File: src/rtl/tone_seq.sv
// Memory-mapped tone sequencer: a FIFO of (half-period, duration) notes played as a square wave.
// Optional drained interrupt is built when TONE_SEQ_IRQ_EN is defined.
module tone_seq #(
   parameter int unsigned ADDRWIDTH = 8,
   parameter int unsigned FIFO_AW   = 4,
   parameter int unsigned TICK_DIV  = 50000
) (
   input  logic                 clk,
   input  logic                 rst,
   input  logic                 wr,
   input  logic [ADDRWIDTH-1:0] waddr,
   input  logic [31:0]          wdata,
   input  logic                 rd,
   input  logic [ADDRWIDTH-1:0] raddr,
   output logic [31:0]          rdata,
   output logic                 tone_pin,
   output logic                 irq
);

   localparam int unsigned DEPTH = 1 << FIFO_AW;
   localparam int unsigned TW    = (TICK_DIV > 1) ? $clog2(TICK_DIV) : 1;

   typedef enum logic [1:0] {StIdle, StLoad, StPlay} state_e;

   logic [31:0]        mem [DEPTH];
   logic [FIFO_AW-1:0] wptr, rptr;
   logic [FIFO_AW:0]   count;
   logic               run, overflow;
   state_e             state;
   logic [19:0]        hp, hcnt;
   logic [11:0]        dur;
   logic [TW-1:0]      tcnt;
   logic [31:0]        status;

   logic note_wr, ctrl_wr, stat_wr, empty, full, abort, flush, pop, push_ok;

   assign note_wr = wr && (waddr[3:2] == 2'd0);
   assign ctrl_wr = wr && (waddr[3:2] == 2'd1);
   assign stat_wr = wr && (waddr[3:2] == 2'd2);
   assign empty   = (count == '0);
   assign full    = (count == (FIFO_AW+1)'(DEPTH));
   assign flush   = ctrl_wr && wdata[1];
   assign abort   = ctrl_wr && (!wdata[0] || wdata[1]);
   // An abort in the same cycle wins over a pending pop so the FIFO keeps that entry.
   assign pop     = (state == StIdle) && run && !empty && !abort;
   assign push_ok = note_wr && !flush && (!full || pop);

   always_comb begin
      status              = '0;
      status[FIFO_AW:0]   = count;
      status[8]           = empty;
      status[9]           = full;
      status[10]          = (state != StIdle);
      status[11]          = overflow;
   end

   always_ff @(posedge clk) begin
      if (push_ok) mem[wptr] <= wdata;
   end

   always_ff @(posedge clk) begin
      if (rst) begin
         wptr     <= '0;
         rptr     <= '0;
         count    <= '0;
         run      <= 1'b0;
         overflow <= 1'b0;
         state    <= StIdle;
         hp       <= '0;
         hcnt     <= '0;
         dur      <= '0;
         tcnt     <= '0;
         tone_pin <= 1'b0;
         rdata    <= '0;
      end else begin
         if (flush) begin
            wptr  <= '0;
            rptr  <= '0;
            count <= '0;
         end else begin
            if (push_ok) wptr <= wptr + 1'b1;
            if (pop) rptr <= rptr + 1'b1;
            count <= count + (FIFO_AW+1)'(push_ok) - (FIFO_AW+1)'(pop);
         end

         if (stat_wr) overflow <= 1'b0;
         else if (note_wr && !flush && full && !pop) overflow <= 1'b1;

         if (ctrl_wr) run <= wdata[0];

         if (abort) begin
            state    <= StIdle;
            tone_pin <= 1'b0;
         end else begin
            case (state)
               StIdle: begin
                  if (pop) begin
                     hp    <= mem[rptr][19:0];
                     dur   <= mem[rptr][31:20];
                     state <= StLoad;
                  end
               end
               StLoad: begin
                  hcnt     <= '0;
                  tcnt     <= '0;
                  tone_pin <= 1'b0;
                  state    <= (dur == '0) ? StIdle : StPlay;
               end
               StPlay: begin
                  // A rest (hp == 0) leaves the half-period counter and the pin untouched.
                  if (hp != '0) begin
                     if (hcnt == hp - 20'd1) begin
                        hcnt     <= '0;
                        tone_pin <= ~tone_pin;
                     end else begin
                        hcnt <= hcnt + 20'd1;
                     end
                  end
                  if (tcnt == TW'(TICK_DIV - 1)) begin
                     tcnt <= '0;
                     dur  <= dur - 12'd1;
                     if (dur == 12'd1) begin
                        tone_pin <= 1'b0;
                        state    <= StIdle;
                     end
                  end else begin
                     tcnt <= tcnt + 1'b1;
                  end
               end
               default: state <= StIdle;
            endcase
         end

         if (rd) begin
            case (raddr[3:2])
               2'd1:    rdata <= {31'd0, run};
               2'd2:    rdata <= status;
               default: rdata <= '0;
            endcase
         end
      end
   end

`ifdef TONE_SEQ_IRQ_EN
   logic drained, drained_q, irq_q;

   assign drained = run && empty && (state == StIdle);

   // Set only on entry into the drained condition, so an ack stays effective while still empty.
   always_ff @(posedge clk) begin
      if (rst) begin
         drained_q <= 1'b0;
         irq_q     <= 1'b0;
      end else begin
         drained_q <= drained;
         if (note_wr || (ctrl_wr && (!wdata[0] || wdata[2]))) irq_q <= 1'b0;
         else if (drained && !drained_q) irq_q <= 1'b1;
      end
   end

   assign irq = irq_q;

   logic unused_bits;
   assign unused_bits = ^{waddr[ADDRWIDTH-1:4], waddr[1:0], raddr[ADDRWIDTH-1:4], raddr[1:0]};
`else
   assign irq = 1'b0;

   logic unused_bits;
   assign unused_bits = ^{waddr[ADDRWIDTH-1:4], waddr[1:0], raddr[ADDRWIDTH-1:4], raddr[1:0],
                          wdata[2]};
`endif

endmodule

File: config.mk
export PLATFORM = sky130hd
export DESIGN_NAME = tone_seq
export DESIGN_NICKNAME = d
export VERILOG_FILES = /design/src/rtl/tone_seq.sv
export SDC_FILE = /design/constraint.sdc
export NUM_CORES = 1
export LEC_CHECK = 0
export ABC_AREA = 1
export BUFFER_PORTS_ARGS = -buffer_cell sky130_fd_sc_hd__buf_2
export CAP_MARGIN = 20
export CORE_MARGIN = 2
export CORE_UTILIZATION = 42
export CTS_BUF_LIST = sky130_fd_sc_hd__clkbuf_16
export DETAILED_ROUTE_END_ITERATION = 8
export GPL_TIMING_DRIVEN = 0
export PLACE_DENSITY = 0.59
export SYNTH_ARGS = -nofsm -noshare
export SYNTH_HDL_FRONTEND = slang
export SYNTH_SLANG_ARGS = --single-unit
File: constraint.sdc
create_clock -name clk -period 4.5 [get_ports clk]
set_clock_uncertainty 0.1 [all_clocks]
set_input_delay 0.9 -clock clk [delete_from_list [all_inputs] [get_ports clk]]
set_output_delay 0.9 -clock clk [all_outputs]
set_load 0.02 [all_outputs]
[Yosys cells after proc, flatten, opt, wreduce, memory -nomap -nowiden]
Memories as Yosys holds them, arrays and structs flattened. A register that Yosys moved wholly into a read port is not among the register bits.
Index checks and enable logic that the tools add are counted.
Cells by class
  equal/unequal tests: 14
  $add $sub $neg: 8
  multiplexer cells: 23
  bitwise gates (word level): 2
  reductions and logical operators: 36
Operators with widths (number)
  one-hot mux 12 bit (2 select lines): 2
  2-to-1 mux 20 bit: 2
  one-hot mux 20 bit (2 select lines): 1
  one-hot mux 16 bit (2 select lines): 1
  2-to-1 mux 12 bit: 2
  adder 20 x 1 -> 20 bit (second input constant): 1
  equality test 20 bit: 1
  nonzero test 20 bit: 1
  subtractor 20 x 1 -> 20 bit (second input constant): 1
  adder 16 x 1 -> 16 bit (second input constant): 1
  equality test 16 bit (second input constant): 1
  2-to-1 mux 16 bit: 1
  equality test 12 x 1 -> 1 bit (second input constant): 1
  logical AND 1 bit: 12
  logical NOT 12 bit: 1
  subtractor 12 x 1 -> 12 bit (second input constant): 1
  AND reduction 3 bit: 3
  adder 4 x 1 -> 4 bit (second input constant): 2
  2-to-1 mux 2 bit: 4
  2-to-1 mux 4 bit: 2
  inequality test 2 bit (second input constant): 4
  equality test 2 x 1 -> 1 bit (second input constant): 3
  equality test 2 bit (second input constant): 3
  logical NOT 1 bit: 6
  14 further kinds: 26
Word-level totals
  logic and storage cells: 96
  input bits: 52
  bits in writable memories: 512
  output and inout port bits: 34
  flip-flop bits (word level): 118
  memories: 1
Memory list
  mem: words 16, width 32, rd ports 1, clocked after Yosys merged registers in 1, write ports 1, RTL line 25  | logic [31:0] mem [DEPTH];

[Logic depth before layout (Yosys ltp)]
  depth after elaboration: 9
  mapped depth: 20
  gate-level depth less buffers: 20

[Worst setup path before layout]
No wires, ideal clock.
  path type: input to register
  from: in wdata[1]
  to: mem mem[0][0], enable pin
  library setup time: 421 ps
  path slack: 955 ps
  buffers on the path: 0
  arrival: 3024 ps
  required time: 3979 ps
  cell stages on the path: 9
  cell sequence: inv_1 > nand2_1 > nand2_1 > nand4_2 > nand2_1 > nand2_1 > inv_1 > nand2_1 > nor2_1
Between the ends
  word-level cells in the longest chain between the ends: 8
  elaborated cells on any way between the ends: 11
  those cells by class: mux (2); reduce/logical (9)
Ends and longest elaborated chain
  start: declaration: RTL line 12  | input logic [31:0] wdata,
  logical OR 1 bit: RTL line 43  | assign abort = ctrl_wr && (!wdata[0] || wdata[1]);
  logical AND 1 bit: RTL line 43
  logical NOT 1 bit: RTL line 45  | assign pop = (state == StIdle) && run && !empty && !abort;
  logical AND 1 bit: RTL line 45
  logical OR 1 bit: RTL line 46  | assign push_ok = note_wr && !flush && (!full || pop);
  logical AND 1 bit (*): RTL line 46
  2-to-1 mux 1 bit (*): RTL line 58  | if (push_ok) mem[wptr] <= wdata;
  2-to-1 mux 1 bit (not written as such) (*): RTL line 58
  end: declaration: RTL line 25
Every way passes the cells marked *; elsewhere a longest branch is shown, timed or not.

[Worst setup path after layout]
  from: in wr
  to: reg count[4]
Between the ends
  word-level cells in the longest chain between the ends: 8
  elaborated cells on any way between the ends: 13
  those cells by class: add/sub (2); reduce/logical (11)
Ends and longest elaborated chain
  start: declaration: RTL line 10  | input logic wr,
  logical AND 1 bit: RTL line 38  | assign ctrl_wr = wr && (waddr[3:2] == 2'd1);
  logical AND 1 bit: RTL line 43
  logical NOT 1 bit: RTL line 45
  logical AND 1 bit: RTL line 45
  logical OR 1 bit: RTL line 46
  logical AND 1 bit: RTL line 46
  adder 5 x 1 -> 5 bit: RTL line 83  | count <= count + (FIFO_AW+1)'(push_ok) - (FIFO_AW+1)'(pop);
  subtractor 5 x 1 -> 5 bit: RTL line 83
  end signal: assignment: RTL line 83
  end: declaration: RTL line 27  | logic [FIFO_AW:0] count;
Parallel ways exist; a longest one is shown, timed or not.
A chain may end at the register's enable or synchronous reset.

==> metrics.md <==
| Metric | Value |
|---|---|
| Outcome | `completed` |
| Max-slew violation count | `0` |
| PortBufs | `48` |
| Crit path to | `count[4]` |
| Max H-tree Level | `3` |
| Max cap viols | `0` |
| Number of synthesized register bits | `611` |
| Worst-Margin Slew | `1140 ps` |
| Worst setup SP type | `primary input` |
| Total CTS buffers | `67` |
| Die area | `about 0.064 mm2` |
| Post-synth ARST share | `0%` |
| CTS root buffer | `clkbuf_16` |
| Required @ worst endpoint | `4890 ps` |
| Minimum clock period | `3550 ps` |
| CORE AREA | `0.0615 mm2` |
| Type of the most critical hold path | `reg -> reg` |
| CP Class | `in -> reg` |
| RSZ-0062 raised after global routing | `no` |
| Boundary Pins | `86` |
| Post-Syn Instances | `~2300` |
| FF-to-FF End | `count[4]` |
| Clock sink count | `~600` |
| Post-synth cell types | `49` |
| Final setup violation count | `0` |
| Slew HR | `a little under a quarter` |
| Leakage power | `10.5 nW` |
| Syn. warnings | `0` |
| FF-to-FF path depth | `19` |
| Register area share after synthesis | `about two thirds` |
| Die Y | `about 250 um` |
| Critical path peak fanout | `10` |
| Antenna violations before repair | `3` |
| DR pass1 iterations | `6` |
| Global-route wire length before repair | `118 mm` |
| Largest net degree at the start of global routing | `24` |
| Final period util | `79.0%` |
| Setup total negative slack | `0 ps` |
| Hold Violations, Final | `0` |
| Critical path origin | `wr` |
| Grt total ovfl | `0` |
| Setup WS pre-CTS | `approximately 240 ps` |
| Worst-path clk slew | `about 60 ps` |
| Starting Density | `~42%` |
| Drt drc | `0` |
| PD cells | `approximately 460 mW/mm2` |
| Die X | `253 um` |
| Vias per std cell | `5.72` |
| Final Core Density | `around half` |
| Max Freq | `between 0.2 and 0.3 GHz` |
| Setup WS post-layout | `around 950 ps` |
| GRT Overall Usage | `about 25%` |
| CTS tree | `built` |
| Critical Path AT | `roughly 4000 ps` |
| Drt total wl | `approximately 80 mm` |
| Layout net count | `2518` |
| Ys flop type | `edfxtp_1` |
| RR Startpoint | `count[2]` |
| Clock Tree Buf Depth | `3` |
| Vias in the first global route | `between 15000 and 20000` |
| Clock latency on the worst-skew pair | `approximately 620 ps` |
| Post-synth EDFFs | `between 500 and 600` |
| Area grow syn2layout | `15.0%` |
| Flop-to-flop setup slack | `around 1100 ps` |
| Post-Syn Area | `0.0260 mm2` |
| Share of post-route cells with drive strength above 1 | `13.5%` |
| Post-CTS Setup Inserts | `0` |
| Antenna Violating Nets Remaining | `0` |
| Worst VDD drop | `0.000243 V` |
| Cells on Worst Hold Path | `2` |
| Dpl hpwl | `approximately 53 mm` |
| Core Rows | `slightly above 90` |
| Initial DRC count | `about 2200` |
| WL/cell | `between 20 and 25 um` |
| Routed vias | `18800` |
| Worst setup EP type | `flip-flop` |
| GP Congestion | `0.870` |
| Mean Syn Cell Area | `about 11 um2` |
| CTS hold repair buffers | `0` |
| Post-CTS sizing | `0` |
[cell type report]
class                           count  area, um2
Fill cell                        5437      31600
Sequential cell                   611      17400
Multi-Input combinational cell   1398       7500
Clock buffer                       70       1750
Tap cell                          790        988
Buffer                            160        790
Timing Repair Buffer               64        568
Inverter                          143        537
Clock inverter                     48        370
Antenna cell                        1       2.50
[Yosys cell counts (2+ instances only)]
master    count  area, um2
a31oi_1       5       31.3
buf_4        31        233
nor3_1       14       70.1
a21o_1        2       15.0
nand2_1     208        781
buf_6         2       22.5
o221ai_1     80        701
nand3b_1      3       22.5
a21oi_1      74        370
nand3_2      23        230
a21boi_0      2       15.0
xor2_1       20        175
ha_1         20        250
dfxtp_1      99       1980
o21ai_1      28        140
nand2_2       6       37.5
o21ai_0     291       1460
inv_2        14       52.6
nor2_1      353       1330
clkbuf_1     81        304
edfxtp_1    512      15400
or2_2         2       12.5
xnor2_1      15        131
clkinv_1      2       7.51
clkbuf_2      4       20.0
nand4_1      14       87.6
nand3_1      74        370
o21a_1        2       15.0
buf_2        42        210
a21oi_2      20        175
o211ai_1     50        375
inv_1       127        477
o22ai_1      35        219
nor4_1        4       25.0
nor2_2       10       62.6
a211oi_1      2       15.0
nor2_4        6       67.6
[stage by stage]
| step | total power, mW | cells | hold slack, ps | area (um2) |
|---|---|---|---|---|
| floorplan | 7.70 | 2312 | 340 | 26100 |
| global placement | 8.35 | 3150 | 357 | 27300 |
| detailed placement | 8.39 | 3166 | 359 | 27700 |
| CTS | 13.7 | 3284 | 368 | 29900 |
| global route | 14.2 | 3285 | 394 | 29900 |
| finish | 13.7 | 3285 | 365 | 29900 |
[registers in the layout (all words and copies together) (netlist names), 4 cells and up, named ones only]
name / flops
tcnt: 16
rdata: 9
hp: 20
wptr: 4
rptr: 4
mem: 512
count: 5
dur: 12
hcnt: 20
[layout by cell type (no fill, tap or decap), drive strengths merged, types with 3 or more instances in the layout]
master | netlist | routed
edfxtp | 512 | 512
nor2 | 369 | 369
o21ai | 319 | 319
nand2 | 215 | 215
inv | 141 | 164
clkbuf | 85 | 155
buf | 75 | 139
dfxtp | 99 | 99
nand3 | 97 | 97
a21oi | 94 | 94
o221ai | 80 | 80
o211ai | 50 | 50
o22ai | 35 | 35
conb | 1 | 24
xor2 | 20 | 20
ha | 20 | 20
clkinv | 2 | 20
xnor2 | 15 | 15
nor3 | 15 | 15
nand4 | 15 | 15
a31oi | 5 | 5
bufinv | 0 | 5
nor4 | 5 | 5
nand3b | 3 | 3
[logic make-up (layout without fill, tap and decap cells)]
group           after synthesis  in the layout  synth area share, %
xor+xnor                     35             35                 1.18
fa+ha+maj                    21             21                 1.04
other cells                   1             25               0.0144
buf+inv                     303            485                 5.11
simple gates                723            723                 12.1
flops                       611            611                 66.8
compound gates              595            595                 13.7
[report_power, final]
group / leakage [nW] / switching (mW) / internal [mW]
logic: 3.96 / 1.42 / 0.573
registers: 5.41 / 0.0820 / 6.23
clock network: 1.11 / 2.26 / 3.11
[per-layer routing]
metal | GRT usage (%) | vias up | wire, um
li1 | - | 8516 | -
met3 | 4.39 | 170 | 6480
met2 | 41.8 | 847 | 38200
met1 | 32.9 | 9267 | 32800
met5 | 0 | - | 13
met4 | 10.5 | 2 | 2880
[critical path: stages]
cell and delay (ps):
buf_2 110, nand2_1 50, nor2_1 290, nand2_1 230, nand4_2 280, buf_2 300
clkbuf_1 420, nand2_1 120, nand2_1 80, ha_1 160, inv_1 60, fa_1 410
inv_1 90, nand2_1 50, a21oi_1 130, nor2_1 60, o21ai_0 130, a21oi_1 50
[worst min-delay path by stage]
stage | start | to
6_report | rdata[1] | rdata[1]
3_3_place_gp | rdata[2] | rdata[2]
4_1_cts | rdata[1] | rdata[1]
5_1_grt | rdata[1] | rdata[1]
3_5_place_dp | rdata[1] | rdata[1]
2_1_floorplan | overflow | rdata[11]
(Power assumes the default switching activity.)
